--- src/rtl/pkt_tx_framer.sv ---
module pkt_tx_framer #(
  parameter int unsigned WORD_WIDTH   = 16,
  parameter int unsigned CLEAR_CYCLES = 4,
  parameter int unsigned MAX_WAIT     = 255
) (
  input  logic                  clk,
  input  logic                  nrst,
  input  logic                  tx_setting,
  input  logic [2:0]            rPacketType,
  input  logic [5:0]            rTimeslot,
  input  logic [WORD_WIDTH-1:0] rDestinationID,
  input  logic [WORD_WIDTH-1:0] rSourceID,
  input  logic [WORD_WIDTH-1:0] rSourceHops,
  input  logic [WORD_WIDTH-1:0] rQValue,
  input  logic [WORD_WIDTH-1:0] rEnergyLeft,
  input  logic [WORD_WIDTH-1:0] rChosenCH,
  input  logic [WORD_WIDTH-1:0] rHopsFromCH,
  input  logic                  channel_clear,
  input  logic                  tx_ready,
  output logic                  tx_valid,
  output logic [WORD_WIDTH-1:0] tx_data,
  output logic                  tx_sop,
  output logic                  tx_eop,
  output logic                  busy,
  output logic                  tx_done,
  output logic                  tx_drop,
  output logic                  tx_overrun
);

  typedef enum logic [1:0] {IDLE, SENSE, SEND} state_t;

  localparam logic [3:0]  CLR_LAST  = 4'(CLEAR_CYCLES - 1);
  localparam logic [15:0] WAIT_LAST = 16'(MAX_WAIT - 1);
  localparam logic [3:0]  IDX_LAST  = 4'd8;

  state_t                state_q, state_d;
  logic [WORD_WIDTH-1:0] word_q [0:7];
  logic [WORD_WIDTH-1:0] csum;
  logic [3:0]            clear_cnt_q;
  logic [15:0]           wait_cnt_q;
  logic [3:0]            idx_q;
  logic                  done_q, drop_q, ovr_q;
  logic                  sense_ok, sense_to, last_xfer;

  assign sense_ok  = channel_clear && (clear_cnt_q == CLR_LAST);
  assign sense_to  = wait_cnt_q == WAIT_LAST;
  assign last_xfer = tx_ready && (idx_q == IDX_LAST);

  always_ff @(posedge clk) begin
    if (nrst) state_q <= IDLE;
    else      state_q <= state_d;
  end

  always_comb begin
    state_d = state_q;
    unique case (state_q)
      IDLE:    if (tx_setting) state_d = SENSE;
      SENSE:   if (sense_ok) state_d = SEND;
               else if (sense_to) state_d = IDLE;
      SEND:    if (last_xfer) state_d = IDLE;
      default: state_d = IDLE;
    endcase
  end

  always_ff @(posedge clk) begin
    if (nrst) begin
      for (int unsigned i = 0; i < 8; i++) word_q[i] <= '0;
      clear_cnt_q <= '0;
      wait_cnt_q  <= '0;
      idx_q       <= '0;
      done_q      <= 1'b0;
      drop_q      <= 1'b0;
      ovr_q       <= 1'b0;
    end else begin
      done_q <= (state_q == SEND) && last_xfer;
      drop_q <= (state_q == SENSE) && !sense_ok && sense_to;
      ovr_q  <= tx_setting && (state_q != IDLE);
      unique case (state_q)
        IDLE: begin
          if (tx_setting) begin
            word_q[0]   <= WORD_WIDTH'({rPacketType, rTimeslot, 7'd8});
            word_q[1]   <= rDestinationID;
            word_q[2]   <= rSourceID;
            word_q[3]   <= rSourceHops;
            word_q[4]   <= rQValue;
            word_q[5]   <= rEnergyLeft;
            word_q[6]   <= rChosenCH;
            word_q[7]   <= rHopsFromCH;
            clear_cnt_q <= '0;
            wait_cnt_q  <= '0;
            idx_q       <= '0;
          end
        end
        SENSE: begin
          if (!channel_clear)       clear_cnt_q <= '0;
          else if (clear_cnt_q != '1) clear_cnt_q <= clear_cnt_q + 4'd1;
          if (wait_cnt_q != '1) wait_cnt_q <= wait_cnt_q + 16'd1;
          idx_q <= '0;
        end
        SEND: begin
          if (tx_ready && (idx_q != IDX_LAST)) idx_q <= idx_q + 4'd1;
        end
        default: idx_q <= '0;
      endcase
    end
  end

  always_comb begin
    csum = '0;
    for (int unsigned i = 0; i < 8; i++) csum = csum + word_q[i];
  end

  always_comb begin
    busy     = (state_q != IDLE);
    tx_valid = 1'b0;
    tx_sop   = 1'b0;
    tx_eop   = 1'b0;
    tx_data  = '0;
    if (state_q == SEND) begin
      tx_valid = 1'b1;
      tx_sop   = (idx_q == 4'd0);
      tx_eop   = (idx_q == IDX_LAST);
      tx_data  = (idx_q == IDX_LAST) ? csum : word_q[idx_q[2:0]];
    end
  end

  assign tx_done    = done_q;
  assign tx_drop    = drop_q;
  assign tx_overrun = ovr_q;

endmodule

--- config.mk ---
export PLATFORM = sky130hd
export DESIGN_NAME = pkt_tx_framer
export DESIGN_NICKNAME = d
export VERILOG_FILES = /design/src/rtl/pkt_tx_framer.sv
export SDC_FILE = /design/constraint.sdc
export NUM_CORES = 1
export LEC_CHECK = 0
export ABC_AREA = 1
export BUFFER_PORTS_ARGS = -buffer_cell sky130_fd_sc_hd__buf_2
export CAP_MARGIN = 40
export CORE_UTILIZATION = 40
export CTS_CLUSTER_SIZE = 25
export DETAILED_ROUTE_END_ITERATION = 7
export RECOVER_POWER = 25
export SYNTH_ARGS = -nofsm -noshare
export SYNTH_HDL_FRONTEND = slang
export SYNTH_SLANG_ARGS = --single-unit
--- constraint.sdc ---
create_clock -name clk -period 11.6 [get_ports clk]
set_input_delay 1.74 -clock clk [delete_from_list [all_inputs] [get_ports clk]]
set_output_delay 1.74 -clock clk [all_outputs]
set_load 0.1 [all_outputs]
After elaboration in Yosys (flattened, before gate mapping)
Memory sizes are Yosys's and may differ from the RTL's. A register that Yosys moved wholly into a read port is not among the register bits. Index checks and enable logic that the tools add are counted.

Bits in registers: 29. Memory bits (read-only): 0. Logic and storage cells: 91. Latch bits: 0. Output and inout port bits: 23. Input port bits: 126. Bits in writable memories: 128. Memories: 1.

Memory list: word_q (depth 8, width 16, read ports 9, clocked after Yosys merged registers in 1, write ports 8, RTL line 37) `logic [WORD_WIDTH-1:0] word_q [0:7];`.

Add/subtract/negate cells: 10. Muxes and demuxes: 35. Reductions and logical operators: 16. Bitwise operators: 8. Divide/modulo/power cells: 0. $mul: 0. Eq/ne operators: 14. Order comparisons: 0. Shift-type cells: 0.

Operators with widths (number): 2-to-1 mux 16 bit (12); adder 16 bit (7); one-hot mux 16 bit (2 select lines) (1); adder 16 x 1 -> 16 bit (second input constant) (1); == test 16 x 8 -> 1 bit (second input constant) (1); 2-to-1 mux 4 bit (4); inequality test 16 bit (second input constant) (1); one-hot mux 4 bit (2 select lines) (2); 2-to-1 mux 1 bit (9); AND reduction 3 bit (3); adder 4 x 1 -> 4 bit (second input constant) (2); 2-to-1 mux 2 bit (4); inequality test 4 bit (second input constant) (2); OR 1 bit (8); logical AND 1 bit (7); 2-to-1 mux 3 bit (2); inequality test 2 bit (second input constant) (3); one-hot mux 2 bit (3 select lines) (1); == test 4 x 2 -> 1 bit (second input constant) (1); == test 4 bit (second input constant) (1); zero test 4 bit (1); nonzero test 2 bit (2); inequality test 3 x 2 -> 1 bit (second input constant) (1); inequality test 3 bit (second input constant) (1); other kinds (6) (6).

Logic depth before layout (Yosys ltp)
Depth after elaboration: 9. Depth in mapped cells: 21. Depth with buffers taken out: 21.

Least setup slack after synthesis
Ideal clock, no wire load.

Path kind: register -> output. From: memory word_q[4][2]. To: output tx_data[6]. Buffers on the path: 0. Arrival time: 5513 ps. Cell stages (with the launch flop): 17. Setup slack: 4347 ps. Required time: 9860 ps. Path through: edfxtp_1 > inv_1 > fa_1 > inv_1 > fa_1 > fa_1 > inv_1 > fa_1 > inv_1 > ha_1 > inv_1 > fa_1 > inv_1 > nand3_1 > nand2_1 > nor2_1 > o21ai_0.

RTL lines: start, declared (RTL line 37); end, declared (RTL line 21) `output logic [WORD_WIDTH-1:0] tx_data,`.

==> metrics.cfg <==
[logic_synthesis]
netlist_area_um2 = 10700
synth-seq-cells = 154
synth_warnings = 0
synth.distinct_cells = 46
syn_nets = 1528
async_flop_share_pct = 0
yosysSeqAreaShare_pct = 40.0
ys.flop_type = edfxtp_1
synth-edff-count = 121
syn_area_per_cell_um2 = 8.29
postSynthCellCount = 1295

[grt]
overflow = 0
antenna_found_initial = 0
grt_pass1_vias = 8484
grt_pass1_wl_um = 41900
grtUsageTotal_pct = 19.4
grt_max_degree = 74

[floorplan]
dieArea_um2 = 27500
start_util_pct = 41.0
dieWidth_um = 166
io_pins = 149
num_rows = 59
design.core.area_um2 = 26200
dieHeight_um = 166

[routing]
drtAntennaViolNets = 0
drc = 9
viasPerCell = 4.73
drtIter0Drc = 421
vias = 8399
post_drt_wl_per_cell_um = 14.4
dr.pass1.iters = 7
wl_um = 25500

[pwr]
irDropWorstVdd_uv = 99.0
p_sw_mw = 0.894
p_comb_share_pct = 46.1
switching_share_pct = 39.6
cellPowerDensity_nw_per_um2 = 183
power.leakage_nw = 6.08
power_mw = 2.26
p_seq_share_pct = 29.3
clkPwrFrac_pct = 24.6
p_int_mw = 1.36

[sta]
worstMarginPinSlew_ns = 2.77
hold_viol_final = 0
drv_slew = 55
skew_ns = 0.00957
finalSetupViolCount = 0
slew_headroom_pct = -84.9
period_share_pct = 57.7
fin_crit_ns = 6.70
clock.fmax_mhz = 149
totalNegativeSetupSlack_ns = 0
rsz0062_at_grt = false

[finish]
layout.nets = 1661
drive_gt1_share_pct = 13.9
layout_commonest_cell = inv_1
diodes = 0
layout_common_cells = 356 x inv_1, 183 x nor2_1, 162 x nand2_1, 144 x buf_2, 121 x edfxtp_1
area_growth_pct = 14.8
stdcell_count = 1776

[clocking]
clk_latency_ns = 0.44
cts_resized = 0
cts_setup_buffers = 0
ctsHoldBuffers = 0
clk_transition_reported_paths_ns = 0.06
cts_buffer_depth = 2
numClockSinks = 154
cts_tree = yes
root_buffer = clkbuf_16
cts_buffers = 17
h-tree-depth = 4

[placed_design]
port_buffers = 148
numPlacedInstances = 1744
gp_congestion = 0.856
dp_hpwl_um = 18800

[critical_path]
cp.arrival_ns = 4.96
reg2reg_slack_ns = 8.54
crit_start = word_q[4][2]
criticalPathCategory = reg -> out
rr_worst_depth = 10
required_ns = 9.86
rr_endpoint = idx_q[1]
cp-start-kind = register
r2r-start = idx_q[0]
worstSetupEndpointType = output port
endpoint = tx_data[14]
cp_max_fo = 4

[min_path]
hp-class = reg -> reg

[run_status]
status = finished, violations left
violations = DRC, capacitance limit, slew limit

[job]
max_cap_viol_count = 1

[worst min-delay path by stage]
stage                   start        endpoint  slack [ns]  cells past startpoint
6_report       clear_cnt_q[1]  clear_cnt_q[1]        0.49                      2
5_1_grt        clear_cnt_q[1]  clear_cnt_q[1]        0.52                      2
4_1_cts        clear_cnt_q[1]  clear_cnt_q[1]        0.49                      2
3_5_place_dp   clear_cnt_q[1]  clear_cnt_q[1]        0.48                      2
3_3_place_gp    wait_cnt_q[4]   wait_cnt_q[4]        0.46                      1
2_1_floorplan   wait_cnt_q[4]   wait_cnt_q[4]        0.45                      1
[cells in the mapped netlist (2+ instances only)]
cell type,instances,share of area (%)
a221oi_1,2,0.16
o311ai_0,2,0.16
nor3_1,17,0.79
a21o_1,2,0.14
buf_6,2,0.21
nor3b_2,3,0.35
clkbuf_1,23,0.80
nor3_2,2,0.19
dfxtp_1,33,6.2
o21ai_0,72,3.4
fa_1,81,15
or2_2,2,0.12
a211oi_1,4,0.28
nor4_1,3,0.17
o21ai_1,4,0.19
nand3_2,2,0.19
xor2_1,5,0.41
o21a_1,2,0.14
o211ai_1,4,0.28
o21bai_1,3,0.21
inv_1,357,12
inv_2,4,0.14
nor2_1,183,6.4
buf_2,14,0.65
nand2_2,2,0.12
ha_1,26,3.0
a21oi_1,75,3.5
nand4_1,7,0.41
xnor2_1,3,0.24
buf_1,2,0.070
edfxtp_1,121,34
nand3b_1,2,0.14
nand3_1,52,2.4
nand2_1,161,5.6
nor2_4,2,0.21
o221ai_1,6,0.49
[through the flow]
step	hold WS, ns	util, %	setup slack, ns	cell area [µm²]
final	0.489	47.1	4.90	12300
after global routing	0.522	47.1	4.58	12300
after CTS	0.492	47.2	4.85	12400
after detailed placement	0.482	45.0	5.33	11800
after global placement	0.465	44.9	5.37	11800
after floorplan	0.447	-	4.35	10700
[cell type report]
class	count	area, µm²
clock buffers	19	433
flip-flops and latches	154	4300
well taps	335	419
inverters	363	1370
repair buffers	156	805
fillers	2571	13900
multi-input cells	736	4870
clock inverters	13	144
[power groups by stage]
stage                     clock [mW]  sequential (mW)  combinational (mW)
after floorplan                    0            0.669               0.807
after global placement             0            0.673                1.02
after detailed placement           0            0.673                1.04
after CTS                      0.566            0.662                1.05
after global routing           0.585            0.667                1.21
final                          0.556            0.662                1.04
[worst max-delay path, cell delays in order, from the launching register on]
cell and delay (ns):
edfxtp_1 0.35, inv_1 0.06, fa_1 0.53, inv_1 0.05, fa_1 0.49, fa_1 0.50
inv_1 0.05, fa_1 0.42, inv_1 0.07, ha_1 0.17, inv_1 0.08, fa_1 0.47
inv_1 0.09, nand3_1 0.06, nand2_1 0.15, nand3_1 0.09, nand3_1 0.12, xor2_1 0.16
o21bai_1 0.08, inv_1 0.10, buf_2 0.43
[flip-flops by register name (all words and copies together) (netlist names), named ones only]
signal and cells:
tx_overrun 1, word_q 122, idx_q 4, wait_cnt_q 16
tx_done 1, state_q 2, tx_drop 1, clear_cnt_q 4
[per-layer routing]
metal | global-route usage (%) | share of wire (%)
met5 | 0 | 0
met4 | 4.67 | 1.2
met3 | 3.15 | 4.6
met2 | 32.7 | 47
met1 | 26.2 | 47
[cells by family (layout without fill, tap and decap cells)]
logic type | after synthesis | in the layout | share of synthesized area, %
flip-flops | 154 | 154 | 40.0
multiplexers | 1 | 1 | 0.0932
adder cells (fa/ha/maj) | 107 | 107 | 18.1
buffers and inverters | 405 | 551 | 14.5
AO/OA/AOI/OAI | 178 | 178 | 9.10
AND/OR/NAND/NOR | 442 | 442 | 17.5
XOR/XNOR | 8 | 8 | 0.652
(Power assumes the default switching activity.)
